**src/rtl/spi_peripheral.sv**
```systemverilog
// SPI mode-0 write-only register file: 16-bit frames {wr, addr[6:0], data[7:0]}
// update the PWM / output-enable configuration registers.
module spi_peripheral #(
    parameter int SYNC_STAGES = 2,
    parameter int MAX_ADDR    = 4
) (
    input  logic       clk,
    input  logic       rst_n,
    input  logic       sclk,
    input  logic       copi,
    input  logic       ncs,
    output logic [7:0] en_reg_out_7_0,
    output logic [7:0] en_reg_out_15_8,
    output logic [7:0] en_reg_pwm_7_0,
    output logic [7:0] en_reg_pwm_15_8,
    output logic [7:0] pwm_duty_cycle,
    output logic       txn_done
);

    typedef enum logic [1:0] {IDLE, SHIFT, COMMIT} state_t;

    localparam logic [6:0] MAX_A    = 7'(MAX_ADDR);
    localparam logic [2:0] SYNC_RST = 3'b001;  // {sclk, copi, ncs}

    logic [SYNC_STAGES-1:0][2:0] sync_q;
    logic                        sclk_prev, ncs_prev;
    logic                        sclk_s, copi_s, ncs_s;
    logic                        sclk_rise, ncs_rise, ncs_fall;

    state_t          state;
    logic [4:0]      bit_cnt;
    logic [15:0]     shift_reg;
    logic [4:0][7:0] regs;
    logic            commit_ok;
    logic [6:0]      addr;

    assign sclk_s = sync_q[SYNC_STAGES-1][2];
    assign copi_s = sync_q[SYNC_STAGES-1][1];
    assign ncs_s  = sync_q[SYNC_STAGES-1][0];

    assign sclk_rise = sclk_s & ~sclk_prev;
    assign ncs_rise  = ncs_s & ~ncs_prev;
    assign ncs_fall  = ~ncs_s & ncs_prev;

    always_ff @(posedge clk or negedge rst_n) begin
        if (!rst_n) begin
            sync_q    <= {SYNC_STAGES{SYNC_RST}};
            sclk_prev <= 1'b0;
            ncs_prev  <= 1'b1;
        end else begin
            sync_q    <= {sync_q[SYNC_STAGES-2:0], {sclk, copi, ncs}};
            sclk_prev <= sclk_s;
            ncs_prev  <= ncs_s;
        end
    end

    // Only complete write frames to a decoded address ever touch the registers.
    assign addr      = shift_reg[14:8];
    assign commit_ok = (bit_cnt == 5'd16) && shift_reg[15] &&
                       (addr <= MAX_A) && (addr <= 7'd4);

    always_ff @(posedge clk or negedge rst_n) begin
        if (!rst_n) begin
            state     <= IDLE;
            bit_cnt   <= '0;
            shift_reg <= '0;
            regs      <= '0;
            txn_done  <= 1'b0;
        end else begin
            txn_done <= 1'b0;
            case (state)
                IDLE: begin
                    if (ncs_fall) begin
                        state     <= SHIFT;
                        bit_cnt   <= '0;
                        shift_reg <= '0;
                    end
                end
                SHIFT: begin
                    if (ncs_rise) begin
                        state <= COMMIT;
                    end else if (sclk_rise && bit_cnt != 5'd16) begin
                        shift_reg <= {shift_reg[14:0], copi_s};
                        bit_cnt   <= bit_cnt + 5'd1;
                    end
                end
                COMMIT: begin
                    state <= IDLE;
                    if (commit_ok) begin
                        regs[addr[2:0]] <= shift_reg[7:0];
                        txn_done        <= 1'b1;
                    end
                end
                default: state <= IDLE;
            endcase
        end
    end

    assign en_reg_out_7_0  = regs[0];
    assign en_reg_out_15_8 = regs[1];
    assign en_reg_pwm_7_0  = regs[2];
    assign en_reg_pwm_15_8 = regs[3];
    assign pwm_duty_cycle  = regs[4];

endmodule

```
**config.mk**
```make
export PLATFORM = sky130hd
export DESIGN_NAME = spi_peripheral
export DESIGN_NICKNAME = d
export VERILOG_FILES = /design/src/rtl/spi_peripheral.sv
export SDC_FILE = /design/constraint.sdc
export NUM_CORES = 1
export LEC_CHECK = 0
export ABC_AREA = 0
export BUFFER_PORTS_ARGS = -buffer_cell sky130_fd_sc_hd__clkbuf_2
export CORE_AREA = 5 5 61 118
export DETAILED_ROUTE_END_ITERATION = 8
export DIE_AREA = 0 0 66 123
export MAX_ROUTING_LAYER = met4
export PLACE_DENSITY = 0.8
export SKIP_LAST_GASP = 1
export SYNTH_ARGS = -nofsm -noshare
export SYNTH_HDL_FRONTEND = slang
export SYNTH_SLANG_ARGS = --single-unit
```
**constraint.sdc**
```tcl
create_clock -name clk -period 1.76 [get_ports clk]
set_clock_uncertainty 0.1 [all_clocks]
set_input_delay 0.352 -clock clk [delete_from_list [all_inputs] [get_ports clk]]
set_output_delay 0.352 -clock clk [all_outputs]
set_load 0.01 [all_outputs]
```
==> results of run 1 <==
==> through the flow <==
step	hold WS (ps)	utilization, %	total power [mW]	cell area, sq um	setup TNS, ps
CTS	16.4	61.2	3.75	3800	-1260
finish	25.7	61.8	3.75	3840	-157
floorplan	-43.6	-	1.85	3000	0
global placement	233	55.2	1.95	3430	-2100
global route	19.7	61.8	3.91	3840	-2130
detailed placement	242	55.2	1.96	3430	-2900
==> cells in the mapped netlist <==
| cell | number |
|---|---|
| dfrtp_1 | 69 |
| mux2_2 | 40 |
| nand2_1 | 38 |
| mux2i_1 | 21 |
| clkbuf_1 | 5 |
| nand4_4 | 5 |
| buf_4 | 3 |
| dfstp_2 | 3 |
| inv_1 | 3 |
| nand2b_1 | 3 |
| nand4_1 | 3 |
| nor2b_1 | 3 |
| nor3b_1 | 3 |
| and2_1 | 2 |
| ha_1 | 2 |
| nor4bb_1 | 2 |
| a21oi_1 | 1 |
| and3b_1 | 1 |
| and4bb_2 | 1 |
| buf_2 | 1 |
| nand3_1 | 1 |
| nand4bb_1 | 1 |
| nor2_1 | 1 |
| nor3_1 | 1 |
| nor3_4 | 1 |
| o2111a_1 | 1 |
| or4b_1 | 1 |
==> metal layers <==
layer  global-route usage [%]  vias up
li1                         -      902
met1                     21.2     1003
met2                     28.2       65
met3                     4.55       15
met4                     6.87        0
met5                        -        -
==> kinds of logic after synthesis <==
logic type	Yosys count	share of synthesized area, %
buf+inv	12	1.92
compound gates	2	0.542
flops	72	60.2
mux	61	22.0
simple gates	67	14.4
fa+ha+maj	2	0.835
==> placed cells by master, fill, tap and decap left out, types with 2 or more instances in the layout <==
| cell | instances |
|---|---|
| nor3b_1 | 3 |
| dfrtp_1 | 69 |
| mux2_4 | 3 |
| clkbuf_2 | 44 |
| clkinv_2 | 3 |
| nand2_1 | 38 |
| buf_4 | 16 |
| dlygate4sd3_1 | 2 |
| nand4_1 | 3 |
| inv_2 | 2 |
| and2_1 | 2 |
| nand2b_1 | 3 |
| dfstp_2 | 3 |
| clkbuf_16 | 9 |
| mux2_2 | 37 |
| nand4_4 | 5 |
| nor2b_1 | 3 |
| buf_12 | 3 |
| mux2i_1 | 21 |
==> worst max-delay path by stage <==
stage               slack [ps]                             end                   start  cells past startpoint
floorplan                   10  en_reg_out_15_8[0]$_DFFE_PN0P_  bit_cnt[0]$_DFFE_PN0P_                      6
detailed placement        -120  en_reg_pwm_15_8[7]$_DFFE_PN0P_  bit_cnt[1]$_DFFE_PN0P_                      6
global placement           -80   en_reg_out_7_0[7]$_DFFE_PN0P_  bit_cnt[0]$_DFFE_PN0P_                      6
global route              -100   en_reg_pwm_7_0[6]$_DFFE_PN0P_  bit_cnt[0]$_DFFE_PN0P_                      7
finish                     -30   en_reg_pwm_7_0[6]$_DFFE_PN0P_  bit_cnt[1]$_DFFE_PN0P_                      7
CTS                        -80  en_reg_pwm_15_8[5]$_DFFE_PN0P_  bit_cnt[0]$_DFFE_PN0P_                      6
==> layout make-up <==
cell class / instances / share of cell area, %
Clock buffer: 9 / 5.87
Clock inverter: 7 / 1.83
Timing Repair Buffer: 67 / 11.4
Inverter: 3 / 0.294
Tap cell: 86 / 2.80
Sequential cell: 72 / 47.1
Multi-Input combinational cell: 132 / 30.8
==> report_power, final <==
| part | switching [mW] | internal (mW) |
|---|---|---|
| logic | 0.140 | 0.124 |
| clock network | 0.675 | 1.09 |
| registers | 0.0277 | 1.69 |
| total | 0.843 | 2.91 |
==> worst max-delay path: stages, from the launching register on <==
cell      delay [ps]
dfrtp_1          390
inv_2             70
ha_4             130
nor4bb_4         190
buf_6            180
buf_12           110
nand4_4          150
mux2_4           350
==> repair_timing <==
action | CTS | global route
resized for setup | 2 | 7
pin swaps | 3 | 4
setup buffers | 5 | 1
endpoints found under the hold margin | 70 | 0
setup endpoints to repair | 40 | 40
cloned | 0 | 0
hold buffers | 2 | 0
==> reports/results.tsv, run 1 <==
metric	value	unit
outcome	complete, but fails checks	
failed_checks	setup timing	
die_w	66	microns
io_pins	46	
met1_length	2560	microns
synth_cell_types	27	
max_freq	0.557	GHz
yosysSeqAreaShare	60.2	%
fp.dieH	123	microns
multi_input_area	1180	sq um
setup_viol_count_final	13	
drv_cap	0	
crit_required	1870	ps
clockBufferDepth	2	
grt.overflow.total	0	
cts_made_buffers	9	
antenna_left	0	
antenna_cells	0	
holdPathEnd	sync_q[1]$_DFF_PN0_	
synthToLayoutAreaGrowth	28.0	%
drive_above_1_share	46.9	%
crit_type	reg -> reg	
dr_total_vias	1985	
setup_slack	-35.0	ps
fin_crit_sh	102	%
reg2reg_depth	7	
grt_pass1_wl	10500	microns
cts_root_buffer	clkbuf_16	
io_buffers	45	
finalHoldViolCount	0	
cts_sinks	72	
hp-start	copi	
wirelength	6130	microns
synth-seq-cells	72	
drv_slew	0	
syn_area_per_cell	13.9	sq um
finalNonFillerCells	376	
timing.rr.end	en_reg_pwm_7_0[6]$_DFFE_PN0P_	
rrSetupSlack	-30	ps
drtIter0Drc	67	
final_nets	292	
p_leak	2.01	nW
htree_num_levels	3	
firstDrtPassIters	4	
post-dp-hpwl	4040	microns
largest_reg_flops	16	
core-area	6210	sq um
worstMarginPinSlew	394	ps
netlist_area	3000	sq um
holdCritPathClass	in -> reg	
ys_warn_count	0	
p_per_area	978	nW/um^2
antenna_found_initial	0	
grt_pass1_vias	2143	
pre_cts_slack	-121	ps
min_path_cells	1	
yosysTopAreaCell	dfrtp_1	
clock_latency	330	ps
yosys-top-cells-area	dfrtp_1 58%, mux2_2 15%, mux2i_1 7.0%	
relSlewSlack	73.6	%
cp.arrival	1910	ps
gp_congestion	0.822	
num_rows	41	
r2r-start	bit_cnt[1]$_DFFE_PN0P_	
wl_met2	3180	microns
start_util	48.3	%
cp-start-kind	register	
wl_met3	297	microns
synth_top_area_share	57.6	%
ff_latch_area	1810	sq um
max-vdd-ir-drop	0.866	mV
drcViolationCount	0	
wl_per_cell	16.3	microns
grt_usage	17.6	%
dieArea	8120	sq um
via_per_inst	5.28	
dpl.cell_count	352	
synth_fp_nets	223	
cts_tree	built	
nFillCells	462	
top_layer	met4	
rsz0062_at_grt	true	
syn_inst	216	
grt_max_degree	73	
critPathMaxFanout	8	
clk_pin_slew	60	ps
fin_crit	1790	ps
end_kind	register	
No activity file was read; power rests on OpenSTA's default activity.
==> run 2: changes to the inputs <==
HOLD_SLACK_MARGIN = 0.06   (was default)
PLACE_DENSITY = default   (was 0.8)
PLACE_DENSITY_LB_ADDON = 0.15   (was default)
==> reports/results.tsv, run 2 (same netlist as run 1, synthesis figures left out) <==
metric	value	unit	change
wl_per_cell	15.8	microns	-3.0%
dpl.cell_count	353		+0.28%
cts_tree	built		
max-vdd-ir-drop	0.702	mV	-19%
firstDrtPassIters	6		+2
dieArea	8120	sq um	unchanged
rsz0062_at_grt	true		
clk_pin_slew	50	ps	about the same
nFillCells	481		+4.1%
failed_checks	setup timing		
num_rows	41		unchanged
wirelength	5920	microns	-3.5%
grt_max_degree	38		-48%
drtIter0Drc	88		+31%
fin_crit	1780	ps	-11.9 ps
crit_start	state[0]$_DFFE_PN0P_		
via_per_inst	5.09		-3.7%
r2r-start	state[0]$_DFFE_PN0P_		
layout_common_cells	69 x dfrtp_1, 44 x clkbuf_2, 39 x mux2_2, 38 x nand2_1, 21 x mux2i_1		
reg2reg_depth	4		-3
cts_made_buffers	9		unchanged
drv_slew	0		unchanged
p_leak	2.01	nW	-0.19%
drv_cap	0		unchanged
setup_slack	-23.1	ps	+11.9 ps
dpl-instance-area	3460	sq um	+0.95%
io_buffers	45		unchanged
final_common_cell	dfrtp_1		
hold_slack	245	ps	+220 ps
drcViolationCount	0		unchanged
clockBufferDepth	2		unchanged
cts_sinks	72		unchanged
antenna_cells	0		unchanged
grt_pass1_wl	10100	microns	-3.5%
p_per_area	993	nW/um^2	+1.5%
clock_latency	330	ps	about the same
stdcell_area	3830	sq um	about the same
largest_reg_flops	16		unchanged
fin_crit_sh	101	%	-0.68 points
grt_usage	17.4	%	-0.20 points
fp.dieH	123	microns	unchanged
synthToLayoutAreaGrowth	27.9	%	about the same
grt.overflow.total	0		unchanged
htree_num_levels	3		unchanged
worstMarginPinSlew	446	ps	+51.7 ps
finalNonFillerCells	374		-0.53%
drive_above_1_share	44.1	%	-2.8 points
end_kind	register		
dr_total_vias	1902		-4.2%
cp.arrival	1900	ps	about the same
grt_pass1_vias	2025		-5.5%
holdCritPathClass	reg -> reg		
die_w	66	microns	unchanged
timing.rr.end	en_reg_out_15_8[7]$_DFFE_PN0P_		
crit_type	reg -> reg		
finalHoldViolCount	0		unchanged
antenna_left	0		unchanged
rrSetupSlack	-20	ps	about the same
max_freq	0.561	GHz	+0.67%
crit_required	1870	ps	about the same
outcome	complete, but fails checks		
multi_input_area	1160	sq um	-1.7%
cp-start-kind	register		
crit_end	en_reg_out_15_8[7]$_DFFE_PN0P_		
critPathMaxFanout	8		unchanged
io_pins	46		unchanged
start_util	48.3	%	unchanged
core-area	6210	sq um	unchanged
relSlewSlack	70.3	%	-3.4 points
gp_congestion	0.738		-10%
setup_viol_count_final	9		-4
ff_latch_area	1810	sq um	unchanged
antenna_found_initial	0		unchanged
final_nets	291		-0.34%
pre_cts_slack	-150	ps	-29.7 ps
post-dp-hpwl	4060	microns	+0.56%
cts_root_buffer	clkbuf_16		
==> run 2: cell count changes in the layout (fill, tap and decap cells not counted), moves of 2 or more <==
cell and change:
buf_4 -4, inv_1 +2, mux2_4 -2, inv_2 -2, mux2_2 +2, clkbuf_1 +2, dlygate4sd3_1 +2
==> run 2: timing repair <==
item	CTS	global route
setup buffers	2	0
setup endpoints to repair	40	40
gates cloned	0	0
endpoints found under the hold margin	15	0
resized for setup	3	0
hold buffers	4	0
pin swaps	4	2
==> run 2: how the worst min path moves through the flow <==
stage,to,slack [ps],depth (start not counted),start
3_5_place_dp,state[0]$_DFFE_PN0P_,220,1,rst_n
5_1_grt,ncs_s$_DFF_PN1_,250,0,sync_q[0]$_DFF_PN1_
6_report,sclk_s$_DFF_PN0_,250,0,sync_q[2]$_DFF_PN0_
4_1_cts,sclk_s$_DFF_PN0_,250,0,sync_q[2]$_DFF_PN0_
2_1_floorplan,bit_cnt[0]$_DFFE_PN0P_,-40,0,rst_n
3_3_place_gp,sclk_prev$_DFF_PN0_,220,1,rst_n
==> run 2: layout make-up <==
type / count / share of cell area [%]
multi-input cells: 132 / 30.3
repair buffers: 66 / 11.7
clock buffers: 11 / 6.07
clock inverters: 4 / 1.83
inverters: 3 / 0.294
well taps: 86 / 2.81
flip-flops and latches: 72 / 47.1
==> run 2: power breakdown <==
| group | total (mW) | internal (mW) | switching (mW) |
|---|---|---|---|
| clock network | 1.85 | 1.23 | 0.622 |
| logic | 0.246 | 0.115 | 0.131 |
| registers | 1.71 | 1.69 | 0.0212 |
==> run 2: worst max-delay path, cell delays in order (launching register included) <==
cell and delay, ps:
dfrtp_1 390, nor4bb_2 330, buf_4 250, nand4_4 230
mux2_4 360
==> run 2: stage by stage <==
stage                     setup TNS (ps)  power [mW]  utilization [%]
after floorplan                        0        1.85                -
after global placement             -2350        1.96             55.7
after detailed placement           -4460        1.97             55.7
after CTS                           -814        3.87             61.8
after global routing               -2690        3.95             61.8
final                              -74.9        3.81             61.8
==> run 2: routing by layer <==
| metal | wire (microns) | GRT usage, % |
|---|---|---|
| met1 | 2520 | 21.2 |
| met2 | 2990 | 26.5 |
| met3 | 243 | 3.82 |
| met4 | 161 | 9.92 |
| met5 | 0 | - |
==> run 3: changes to the inputs <==
BUFFER_PORTS_ARGS = default   (was -buffer_cell sky130_fd_sc_hd__clkbuf_2)
CORE_AREA = 5 5 60 116   (was 5 5 61 118)
DIE_AREA = 0 0 65 121   (was 0 0 66 123)
DONT_BUFFER_PORTS = 1   (was default)
==> reports/results.tsv, run 3 (same netlist as run 1, synthesis figures left out) <==
metric	value	unit	change
outcome	complete, but fails checks		
failed_checks	hold timing, setup timing		
grt.overflow.total	0		unchanged
max-vdd-ir-drop	0.746	mV	+6.2%
drive_above_1_share	36.4	%	-7.7 points
via_per_inst	5.77		+13%
wl_per_cell	21.1	microns	+33%
drcViolationCount	0		unchanged
r2r-start	bit_cnt[1]$_DFFE_PN0P_		
final_common_cell	dfrtp_1		
htree_num_levels	3		unchanged
drv_cap	0		unchanged
reg2reg_depth	6		+2
grt_pass1_vias	1910		-5.7%
rrSetupSlack	-60	ps	-40 ps
p_leak	1.82	nW	-9.7%
finalNonFillerCells	305		-18%
cpPeakStageDelay	380	ps	about the same
start_util	50.3	%	+2.0 points
clockBufferDepth	2		unchanged
final_core_utilization	60.7	%	-1.0 points
p_per_area	1040	nW/um^2	+4.2%
wirelength	6420	microns	+8.6%
setup_slack	-58.3	ps	-35.3 ps
gp_congestion	0.758		+2.7%
io_pins	46		unchanged
crit_type	reg -> reg		
cp.arrival	1930	ps	+30 ps
wl_met2	3620	microns	+21%
post-dp-hpwl	4200	microns	+3.5%
crit_required	1870	ps	about the same
relSlewSlack	73.9	%	+3.6 points
fin_crit_sh	103	%	+2.0 points
end_kind	register		
largest_reg_flops	16		unchanged
met1_length	2310	microns	-8.5%
antenna_cells	0		unchanged
critPathMaxFanout	8		unchanged
rsz0062_at_grt	true		
antenna_found_initial	0		unchanged
timing.rr.end	en_reg_pwm_7_0[7]$_DFFE_PN0P_		
fin_crit	1820	ps	+35.3 ps
wl_met3	352	microns	+45%
worstMarginPinSlew	391	ps	-54.8 ps
cts_sinks	72		unchanged
drv_slew	0		unchanged
cts.hold.buffers_added	3		-1
dieArea	7870	sq um	-3.1%
cts_tree	built		
clock_latency	330	ps	about the same
firstDrtPassIters	4		-2
setup_viol_count_final	24		+15
finalPower	3.74	mW	-1.7%
die_w	65	microns	-1.5%
grt_max_degree	73		+92%
dr_total_vias	1759		-7.5%
clk_pin_slew	60	ps	about the same
cp-start-kind	register		
grt_usage	18.0	%	+0.62 points
hold_slack	-387	ps	-633 ps
top_layer	met4		
cts_root_buffer	clkbuf_16		
cts_made_buffers	9		unchanged
holdCritPathClass	in -> async		
antenna_left	0		unchanged
synthToLayoutAreaGrowth	20.6	%	
io_buffers	0		-100%
final_nets	244		-16%
cp_slowest_cell	dfrtp_1		
path_cells	inv_1, ha_2, nor4bb_4, buf_6, nand4_4, mux2_4		
core-area	5960	sq um	-4.1%
fp.dieH	121	microns	-1.6%
num_rows	40		-2.4%
drtIter0Drc	53		-40%
max_freq	0.550	GHz	-1.9%
pre_cts_slack	-143	ps	+7.41 ps
grt_pass1_wl	10200	microns	+1.2%
layout_common_cells	69 x dfrtp_1, 39 x mux2_2, 38 x nand2_1, 21 x mux2i_1, 11 x clkbuf_16		
dpl.cell_count	283		-20%
finalHoldViolCount	72		+72
==> run 3: critical path: cells and delay by family (launching register included) <==
family        cells  cell delay [ps]
fa+ha+maj         1              160
buf+inv           2              250
flops             1              380
mux               1              370
simple gates      2              440
==> run 3: timing repair <==
item / 4_1_cts / 5_1_grt
endpoints found under the setup margin: 40 / 49
endpoints found under the hold margin: 75 / 72
pin swaps: 3 / 3
gates resized for setup: 4 / 8
buffers inserted: 1 / 0
gates cloned: 0 / 2
==> run 3: power by group <==
part	internal (mW)	switching, mW
Sequential	1.69	0.0253
Combinational	0.110	0.106
Clock	1.11	0.701
Total	2.91	0.832
==> run 3: how the worst max path moves through the flow <==
stage | startpoint | endpoint | slack [ps] | depth (start not counted)
CTS | state[0]$_DFFE_PN0P_ | en_reg_pwm_7_0[7]$_DFFE_PN0P_ | -100 | 4
floorplan | bit_cnt[0]$_DFFE_PN0P_ | en_reg_out_15_8[0]$_DFFE_PN0P_ | 10 | 6
detailed placement | bit_cnt[1]$_DFFE_PN0P_ | en_reg_pwm_7_0[7]$_DFFE_PN0P_ | -140 | 6
finish | bit_cnt[1]$_DFFE_PN0P_ | en_reg_pwm_7_0[7]$_DFFE_PN0P_ | -60 | 6
global route | bit_cnt[1]$_DFFE_PN0P_ | en_reg_pwm_7_0[7]$_DFFE_PN0P_ | -110 | 6
global placement | bit_cnt[0]$_DFFE_PN0P_ | en_reg_pwm_15_8[6]$_DFFE_PN0P_ | -120 | 6
==> run 3: stage by stage <==
step           cell area, sq um  TNS, ps
6_report                   3620     -533
5_1_grt                    3620    -2420
4_1_cts                    3520    -1690
2_1_floorplan              3000        0
3_3_place_gp               3170    -3780
3_5_place_dp               3170    -4550
==> run 3: routing by layer <==
| layer | vias to the layer above | GRT usage (%) |
|---|---|---|
| met3 | 10 | 5.28 |
| met5 | - | - |
| met2 | 41 | 31.0 |
| met4 | 0 | 7.95 |
| met1 | 915 | 18.7 |
| li1 | 793 | - |
==> run 3: cell type report <==
class / count / area [sq um]
fill: 492 / 2340
sequential: 72 / 1810
multi-input combinational: 132 / 1190
timing repair buffer: 19 / 230
clock buffer: 9 / 225
tap: 63 / 78.8
clock inverter: 7 / 77.6
inverter: 3 / 11.3
